`src/rtl/result_accumulator.sv`:
```
// Block accumulator for the add/sub result stream: sums COUNT samples and presents the sum on a valid/ready port.
// Optional build macro RESULT_ACCUM_SAT_EN selects a saturating accumulator; when undefined the accumulator wraps.
module result_accumulator #(
   parameter int DATA_W = 8,
   parameter int ACC_W  = 16,
   parameter int COUNT  = 4
) (
   input  logic              clk,
   input  logic              rst,
   input  logic              in_valid,
   input  logic [DATA_W-1:0] in_data,
   input  logic              in_signed,
   output logic              in_ready,
   output logic              out_valid,
   input  logic              out_ready,
   output logic [ACC_W-1:0]  out_sum,
   output logic              out_ovf
);

   // state | meaning
   // ACCUM | taking samples into acc, cnt counts accepted samples
   // HOLD  | block sum presented on out_sum, waiting for out_ready
   typedef enum logic {
      ACCUM = 1'b0,
      HOLD  = 1'b1
   } state_t;

   localparam int CNT_W = (COUNT < 2) ? 1 : $clog2(COUNT + 1);
   localparam logic [CNT_W-1:0] CNT_LAST = CNT_W'(COUNT - 1);
   localparam logic [ACC_W-1:0] ACC_MAX  = {1'b0, {(ACC_W-1){1'b1}}};
   localparam logic [ACC_W-1:0] ACC_MIN  = {1'b1, {(ACC_W-1){1'b0}}};

   state_t           state, state_nxt;
   logic [ACC_W-1:0] acc, acc_nxt;
   logic [CNT_W-1:0] cnt, cnt_nxt;
   logic             ovf, ovf_nxt;
   logic [ACC_W-1:0] out_sum_nxt;
   logic             out_ovf_nxt;

   logic [ACC_W-1:0] sample_ext;
   logic [ACC_W-1:0] sum_raw;
   logic [ACC_W-1:0] sum_next;
   logic             add_ovf;

   assign in_ready  = (state == ACCUM);
   assign out_valid = (state == HOLD);

   always_comb begin
      sample_ext = {{(ACC_W-DATA_W){1'b0}}, in_data};
      if (in_signed) begin
         sample_ext = {{(ACC_W-DATA_W){in_data[DATA_W-1]}}, in_data};
      end
      sum_raw = acc + sample_ext;
      add_ovf = (acc[ACC_W-1] == sample_ext[ACC_W-1]) &&
                (sum_raw[ACC_W-1] != acc[ACC_W-1]);
`ifdef RESULT_ACCUM_SAT_EN
      // Clamp toward the sign of the operands; later samples build on the clamped value.
      if (add_ovf) begin
         sum_next = acc[ACC_W-1] ? ACC_MIN : ACC_MAX;
      end else begin
         sum_next = sum_raw;
      end
`else
      sum_next = sum_raw;
`endif
   end

   always_comb begin
      state_nxt   = state;
      acc_nxt     = acc;
      cnt_nxt     = cnt;
      ovf_nxt     = ovf;
      out_sum_nxt = out_sum;
      out_ovf_nxt = out_ovf;
      case (state)
         ACCUM: begin
            if (in_valid) begin
               acc_nxt = sum_next;
               ovf_nxt = ovf | add_ovf;
               if (cnt == CNT_LAST) begin
                  state_nxt   = HOLD;
                  cnt_nxt     = '0;
                  out_sum_nxt = sum_next;
                  out_ovf_nxt = ovf | add_ovf;
               end else begin
                  cnt_nxt = cnt + CNT_W'(1);
               end
            end
         end
         HOLD: begin
            if (out_ready) begin
               state_nxt   = ACCUM;
               acc_nxt     = '0;
               ovf_nxt     = 1'b0;
               out_ovf_nxt = 1'b0;
            end
         end
         default: begin
            state_nxt = ACCUM;
         end
      endcase
   end

   always_ff @(posedge clk or posedge rst) begin
      if (rst) begin
         state <= ACCUM;
      end else begin
         state <= state_nxt;
      end
   end

   always_ff @(posedge clk or posedge rst) begin
      if (rst) begin
         acc     <= '0;
         cnt     <= '0;
         ovf     <= 1'b0;
         out_sum <= '0;
         out_ovf <= 1'b0;
      end else begin
         acc     <= acc_nxt;
         cnt     <= cnt_nxt;
         ovf     <= ovf_nxt;
         out_sum <= out_sum_nxt;
         out_ovf <= out_ovf_nxt;
      end
   end

endmodule

```
`config.mk`:
```
export PLATFORM = sky130hd
export DESIGN_NAME = result_accumulator
export DESIGN_NICKNAME = d
export VERILOG_FILES = /design/src/rtl/result_accumulator.sv
export SDC_FILE = /design/constraint.sdc
export NUM_CORES = 1
export LEC_CHECK = 0
export ABC_AREA = 1
export ABC_CLOCK_PERIOD_IN_PS = 2120
export CAP_MARGIN = 20
export CORE_MARGIN = 2
export CORE_UTILIZATION = 60
export CTS_CLUSTER_DIAMETER = 30
export DETAILED_ROUTE_END_ITERATION = 8
export DONT_BUFFER_PORTS = 1
export GPL_ROUTABILITY_DRIVEN = 0
export GPL_TIMING_DRIVEN = 0
export PLACE_DENSITY = 0.87
export SLEW_MARGIN = 10
export SYNTH_ARGS = -nofsm -noshare
export SYNTH_HDL_FRONTEND = slang
export SYNTH_SLANG_ARGS = --single-unit
```
`constraint.sdc`:
```
create_clock -name clk -period 2.12 [get_ports clk]
set_input_delay 0.212 -clock clk [delete_from_list [all_inputs] [get_ports clk]]
set_output_delay 0.212 -clock clk [all_outputs]
set_load 0.01 [all_outputs]
```
==> results.json, run 1 <==
{
  "endpoint_kind": "register",
  "drt-wirelength-per-cell_um": 14.8,
  "leakagePower_uw": 0.00130,
  "layout-drive-gt1-share_pct": 13.8,
  "vias": 2051,
  "arrival_ps": 2170,
  "combPwrFrac_pct": 48.3,
  "die_x_um": 66.1,
  "min_path_type": "in -> reg",
  "status": "complete, no violations",
  "avgSynthCellArea_sq_um": 7.61,
  "grt_setup_unrepaired": "no",
  "post-route-period-util_pct": 93.6,
  "drt_wl_total_mm": 5.33,
  "finalSetupTns_ps": 0,
  "hold_violations": 0,
  "yosysTopAreaCell": "dfrtp_1",
  "synthTopCellsByArea": "dfrtp_1, nand2_1, inv_1",
  "start_kind": "register",
  "synth_ff_type": "dfrtp_1",
  "p_per_area_nw_per_um2": 1490,
  "r2r-start": "acc[0]",
  "preCtsSetupSlack_ps": 123,
  "antenna_found_initial": 0,
  "clockPowerShare_pct": 15.0,
  "grt_max_degree": 39,
  "cts-root-buf": "clkbuf_8",
  "cts_buffer_depth": 2,
  "netlist_top_cells_count": "nand2_1, dfrtp_1, inv_1",
  "grt_pass1_wl_mm": 8.95,
  "htreeDepth": 2,
  "num_io_pins": 32,
  "design.core.area_sq_um": 3690,
  "ant_nets": 0,
  "grt_pass1_vias": 2030,
  "period_minus_slack_ps": 1980,
  "diodes": 0,
  "clock_skew_ps": 8.04,
  "io_buffers": 0,
  "maxSlewViolCount": 0,
  "cts.reportedPaths.clkPinSlew_ps": 80,
  "drt_pre_antenna_iters": 5,
  "grt.overflow.total": 0,
  "seqPwrFrac_pct": 36.7,
  "ys_seq_area_share_pct": 41.1,
  "fillers": 311,
  "switching_power_uw": 1760,
  "hold_ws_ps": 5.95,
  "synth_top_area_share_pct": 41.1,
  "syn_inst": 304,
  "worstPathRequired_ps": 2300,
  "die_y_um": 66.1,
  "grt_use_total_pct": 27.3,
  "ys_async_sr_fraction_pct": 100,
  "ir_drop_mv": 0.780,
  "ys_seq_elements": 38,
  "ys_types": 31,
  "synth-edff-count": 0,
  "synth_nets": 327,
  "rows": 22,
  "cap_violations": 0,
  "die-area_sq_um": 4370,
  "start_util_pct": 62.8,
  "syn2layout_area_growth_pct": 7.68,
  "clkSinkCount": 38,
  "startpoint": "acc[0]",
  "tightest_slew_ps": 774,
  "crit_type": "reg -> reg",
  "setup_viol": 0,
  "numCtsBuffers": 5,
  "viasPerCell": 5.70,
  "max_freq_mhz": 504,
  "yosys.cell_count.top_type": "nand2_1",
  "sw_frac_of_total_pct": 47.6,
  "timing.final.ws_setup_ps": 136,
  "hp-start": "out_ready",
  "cts_tree": "done",
  "drc_errors": 0,
  "nets": 334,
  "clock_latency_ps": 300,
  "internal_power_uw": 1940,
  "synthesis.area_sq_um": 2310,
  "yosys_warnings": 0,
  "path_max_fanout": 3,
  "fin_cells": 360,
  "dp.cells": 352,
  "slew_headroom_pct": 48.3,
  "drt_iter0_markers": 169,
  "post-dp-hpwl_mm": 3.89
}
[kinds of logic (layout without fill, tap and decap cells)]
family / Yosys count / after routing / share of synthesized area [%]
flip-flops: 38 / 38 / 41.1
buffers and inverters: 47 / 55 / 8.27
AO/OA/AOI/OAI: 49 / 49 / 11.5
adder cells (fa/ha/maj): 10 / 10 / 5.73
AND/OR/NAND/NOR: 155 / 155 / 31.5
XOR/XNOR: 5 / 5 / 1.89
[metrics by stage]
stage / total power, uW / utilization [%] / area [sq um]
after CTS: 3680 / 67.3 / 2480
final: 3710 / 67.6 / 2490
after detailed placement: 3100 / 64.4 / 2370
after global routing: 4010 / 67.6 / 2490
after global placement: 3010 / 64.4 / 2370
after floorplan: 2700 / - / 2310
[what timing repair did]
| action | 4_1_cts | 5_1_grt |
|---|---|---|
| setup endpoints to repair | 0 | 28 |
| hold buffers | 1 | 0 |
| resized for setup | 0 | 4 |
| hold endpoints to repair | 38 | 0 |
| setup buffers | 0 | 0 |
[power groups by stage]
stage	Combinational (uW)	Clock, uW	Sequential (uW)
after floorplan	1400	0	1310
after global placement	1660	0	1350
after detailed placement	1730	0	1370
after CTS	1770	560	1360
after global routing	2030	584	1400
final	1790	554	1360
[cells in the final DEF, fill, tap and decap left out, drive strengths merged, types with 5 or more instances in the layout]
cell,instances
nand3,27
ha,9
dfrtp,38
nand4,5
nand2,106
inv,39
a21oi,9
clkbuf,9
nor2,15
o21ai,31
[registers in the layout, indices dropped and copies added, names as in the netlist]
name,flops
out_ovf,1
out_sum,16
ovf,1
acc,16
cnt,3
out_valid,1
[final timing paths]
check	to	depth (start not counted)	slack [ps]
worst max-delay path	out_sum[14]	9	140
worst min-delay path	out_valid	1	6
worst max register to register	out_sum[14]	9	140
worst min register to register	cnt[1]	2	490
max in group asynchronous	acc[12]	2	1110
min in group asynchronous	acc[0]	2	510
[layer usage]
layer | GRT usage (%) | wire, um | up-vias
met2 | 44.6 | 2570 | 82
met5 | 0 | 0 | -
met3 | 6.98 | 389 | 16
met4 | 11.5 | 157 | 0
met1 | 34.2 | 2210 | 964
li1 | - | - | 989
[layout make-up]
| type | count | area (sq um) | area share (%) |
|---|---|---|---|
| Buffer | 4 | 22.5 | 0.904 |
| Clock buffer | 6 | 82.6 | 3.31 |
| Clock inverter | 2 | 16.3 | 0.653 |
| Inverter | 42 | 165 | 6.63 |
| Multi-Input combinational cell | 219 | 1180 | 47.5 |
| Sequential cell | 38 | 951 | 38.2 |
| Tap cell | 48 | 60.1 | 2.41 |
| Timing Repair Buffer | 1 | 10.0 | 0.402 |
[worst max-delay path: stages (launching register included)]
cell	delay (ps)
dfrtp_1	350
ha_1	180
inv_1	60
fa_2	360
o21ai_0	410
nand3_1	170
nand3_1	120
nand2_1	70
nand3_1	90
nand2_1	60
Power figures use the tool's default switching activity.
==> run 2, diff against run 1 <==
--- a/config.mk
+++ b/config.mk
@@ -15,7 +15,7 @@
 export DONT_BUFFER_PORTS = 1
 export GPL_ROUTABILITY_DRIVEN = 0
 export GPL_TIMING_DRIVEN = 0
-export PLACE_DENSITY = 0.87
+export PLACE_DENSITY = 0.76
 export SLEW_MARGIN = 10
 export SYNTH_ARGS = -nofsm -noshare
 export SYNTH_HDL_FRONTEND = slang
==> results.json, run 2 (synthesis gave the netlist of run 1 again) <==
{
  "grt_setup_unrepaired": "no",
  "preCtsSetupSlack_ps": 112,
  "clkSinkCount": 38,
  "grt.overflow.total": 0,
  "reg.largest.list": "acc (16), out_sum (16), cnt (3)",
  "cts_buffer_depth": 2,
  "die_y_um": 66.1,
  "tightest_slew_ps": 770,
  "grt_pass1_wl_mm": 8.31,
  "min_path_type": "in -> reg",
  "start_util_pct": 62.8,
  "fillers": 321,
  "period_minus_slack_ps": 1930,
  "cts.reportedPaths.clkPinSlew_ps": 80,
  "cap_violations": 0,
  "leakagePower_uw": 0.00132,
  "drt-wirelength-per-cell_um": 13.6,
  "grt_use_total_pct": 25.0,
  "clock_skew_ps": 9.74,
  "post-dp-hpwl_mm": 3.76,
  "viasPerCell": 5.39,
  "finalSetupTns_ps": 0,
  "drc_errors": 0,
  "slew_headroom_pct": 48.6,
  "seqPwrFrac_pct": 36.4,
  "combPwrFrac_pct": 46.6,
  "p_per_area_nw_per_um2": 1480,
  "status": "complete, no violations",
  "crit_type": "reg -> reg",
  "switching_power_uw": 1690,
  "drt_pre_antenna_iters": 4,
  "hold_ws_ps": 143,
  "grt_pass1_vias": 1842,
  "maxSlewViolCount": 0,
  "layout-drive-gt1-share_pct": 14.1,
  "clockPowerShare_pct": 17.0,
  "internal_power_uw": 2030,
  "worstPathRequired_ps": 2290,
  "cts-root-buf": "clkbuf_8",
  "endpoint_kind": "register",
  "num_io_pins": 32,
  "nets": 335,
  "htreeDepth": 2,
  "design.core.area_sq_um": 3690,
  "setup_viol": 0,
  "syn2layout_area_growth_pct": 8.76,
  "layout_common_cells": "nand2_1, dfrtp_1, inv_1",
  "rows": 22,
  "numCtsBuffers": 5,
  "diodes": 0,
  "ant_nets": 0,
  "path_max_fanout": 3,
  "fin_cells": 361,
  "fin_area_sq_um": 2520,
  "start_kind": "register",
  "timing.final.ws_setup_ps": 193,
  "hold_violations": 0,
  "grt_max_degree": 39,
  "arrival_ps": 2100,
  "drt_iter0_markers": 136,
  "dp.cells": 352,
  "die-area_sq_um": 4370,
  "antenna_found_initial": 0,
  "drt_wl_total_mm": 4.90,
  "vias": 1945,
  "io_buffers": 0,
  "sw_frac_of_total_pct": 45.5,
  "max_freq_mhz": 519,
  "dpl_cell_area_sq_um": 2370,
  "post-route-period-util_pct": 90.9,
  "die_x_um": 66.1,
  "clock_latency_ps": 300,
  "cts_tree": "done",
  "ir_drop_mv": 0.957,
  "layout.cells.most_common": "nand2_1"
}
run 2: cell types whose count changed in the layout (fill, tap and decap cells not counted), sizes merged:
cell | before | now
inv | 39 | 38
dlygate4sd3 | 1 | 2
clkbuf | 9 | 8
clkinvlp | 1 | 2
bufinv | 0 | 1
run 2: path summary, 6_finish.rpt:
| path | startpoint | end | slack [ps] | cells past startpoint |
|---|---|---|---|---|
| setup / recovery | acc[0] | out_sum[12] | 190 | 11 |
| hold / removal | out_ready | out_ovf | 140 | 3 |
| setup reg to reg | acc[0] | out_sum[12] | 190 | 11 |
| hold reg to reg | ovf | ovf | 490 | 2 |
| max in group asynchronous | rst | acc[10] | 1110 | 2 |
| min in group asynchronous | rst | acc[1] | 510 | 2 |
run 2: final cells by class:
type	count	area, sq um	area share, %
multi-input combinational	219	1180	47.0
sequential	38	951	37.8
inverter	42	165	6.56
clock buffer	5	68.8	2.73
tap	48	60.1	2.39
clock inverter	3	45.0	1.79
buffer	4	25.0	0.994
timing repair buffer	2	20.0	0.795
run 2: layer usage:
metal  up-vias  share of wire, %  global-route usage (%)
li1        990                 -                       -
met1       898                47                    32.5
met2        51                47                    41.4
met3         6               5.7                    6.81
met4         0              0.78                    6.12
met5         -                 0                       0
run 2: worst max-delay path: stages (launching register included):
cell      delay [ps]
dfrtp_1          350
ha_1             170
inv_1             60
fa_2             360
nand3b_1         160
nand2_1          130
nand2_1           90
nand3_1           90
nand2_1           60
nand2_1           80
xnor2_1          170
o21ai_1          100
run 2: through the flow:
stage	utilization, %	total power, uW
4_1_cts	68.0	3720
3_5_place_dp	64.4	3070
2_1_floorplan	-	2700
5_1_grt	68.2	4060
6_report	68.2	3710
3_3_place_gp	64.4	3030
run 2: what timing repair did:
item | CTS | global route
setup endpoints to repair | 0 | 27
hold endpoints to repair | 39 | 0
gates resized for setup | 0 | 7
buffers inserted | 0 | 0
hold buffers | 2 | 0
run 2: power by group through the flow:
stage	Clock (uW)	Combinational [uW]	Sequential, uW
after floorplan	0	1400	1310
final	631	1730	1350
after CTS	641	1720	1360
after global routing	666	2000	1400
after detailed placement	0	1710	1370
after global placement	0	1670	1360
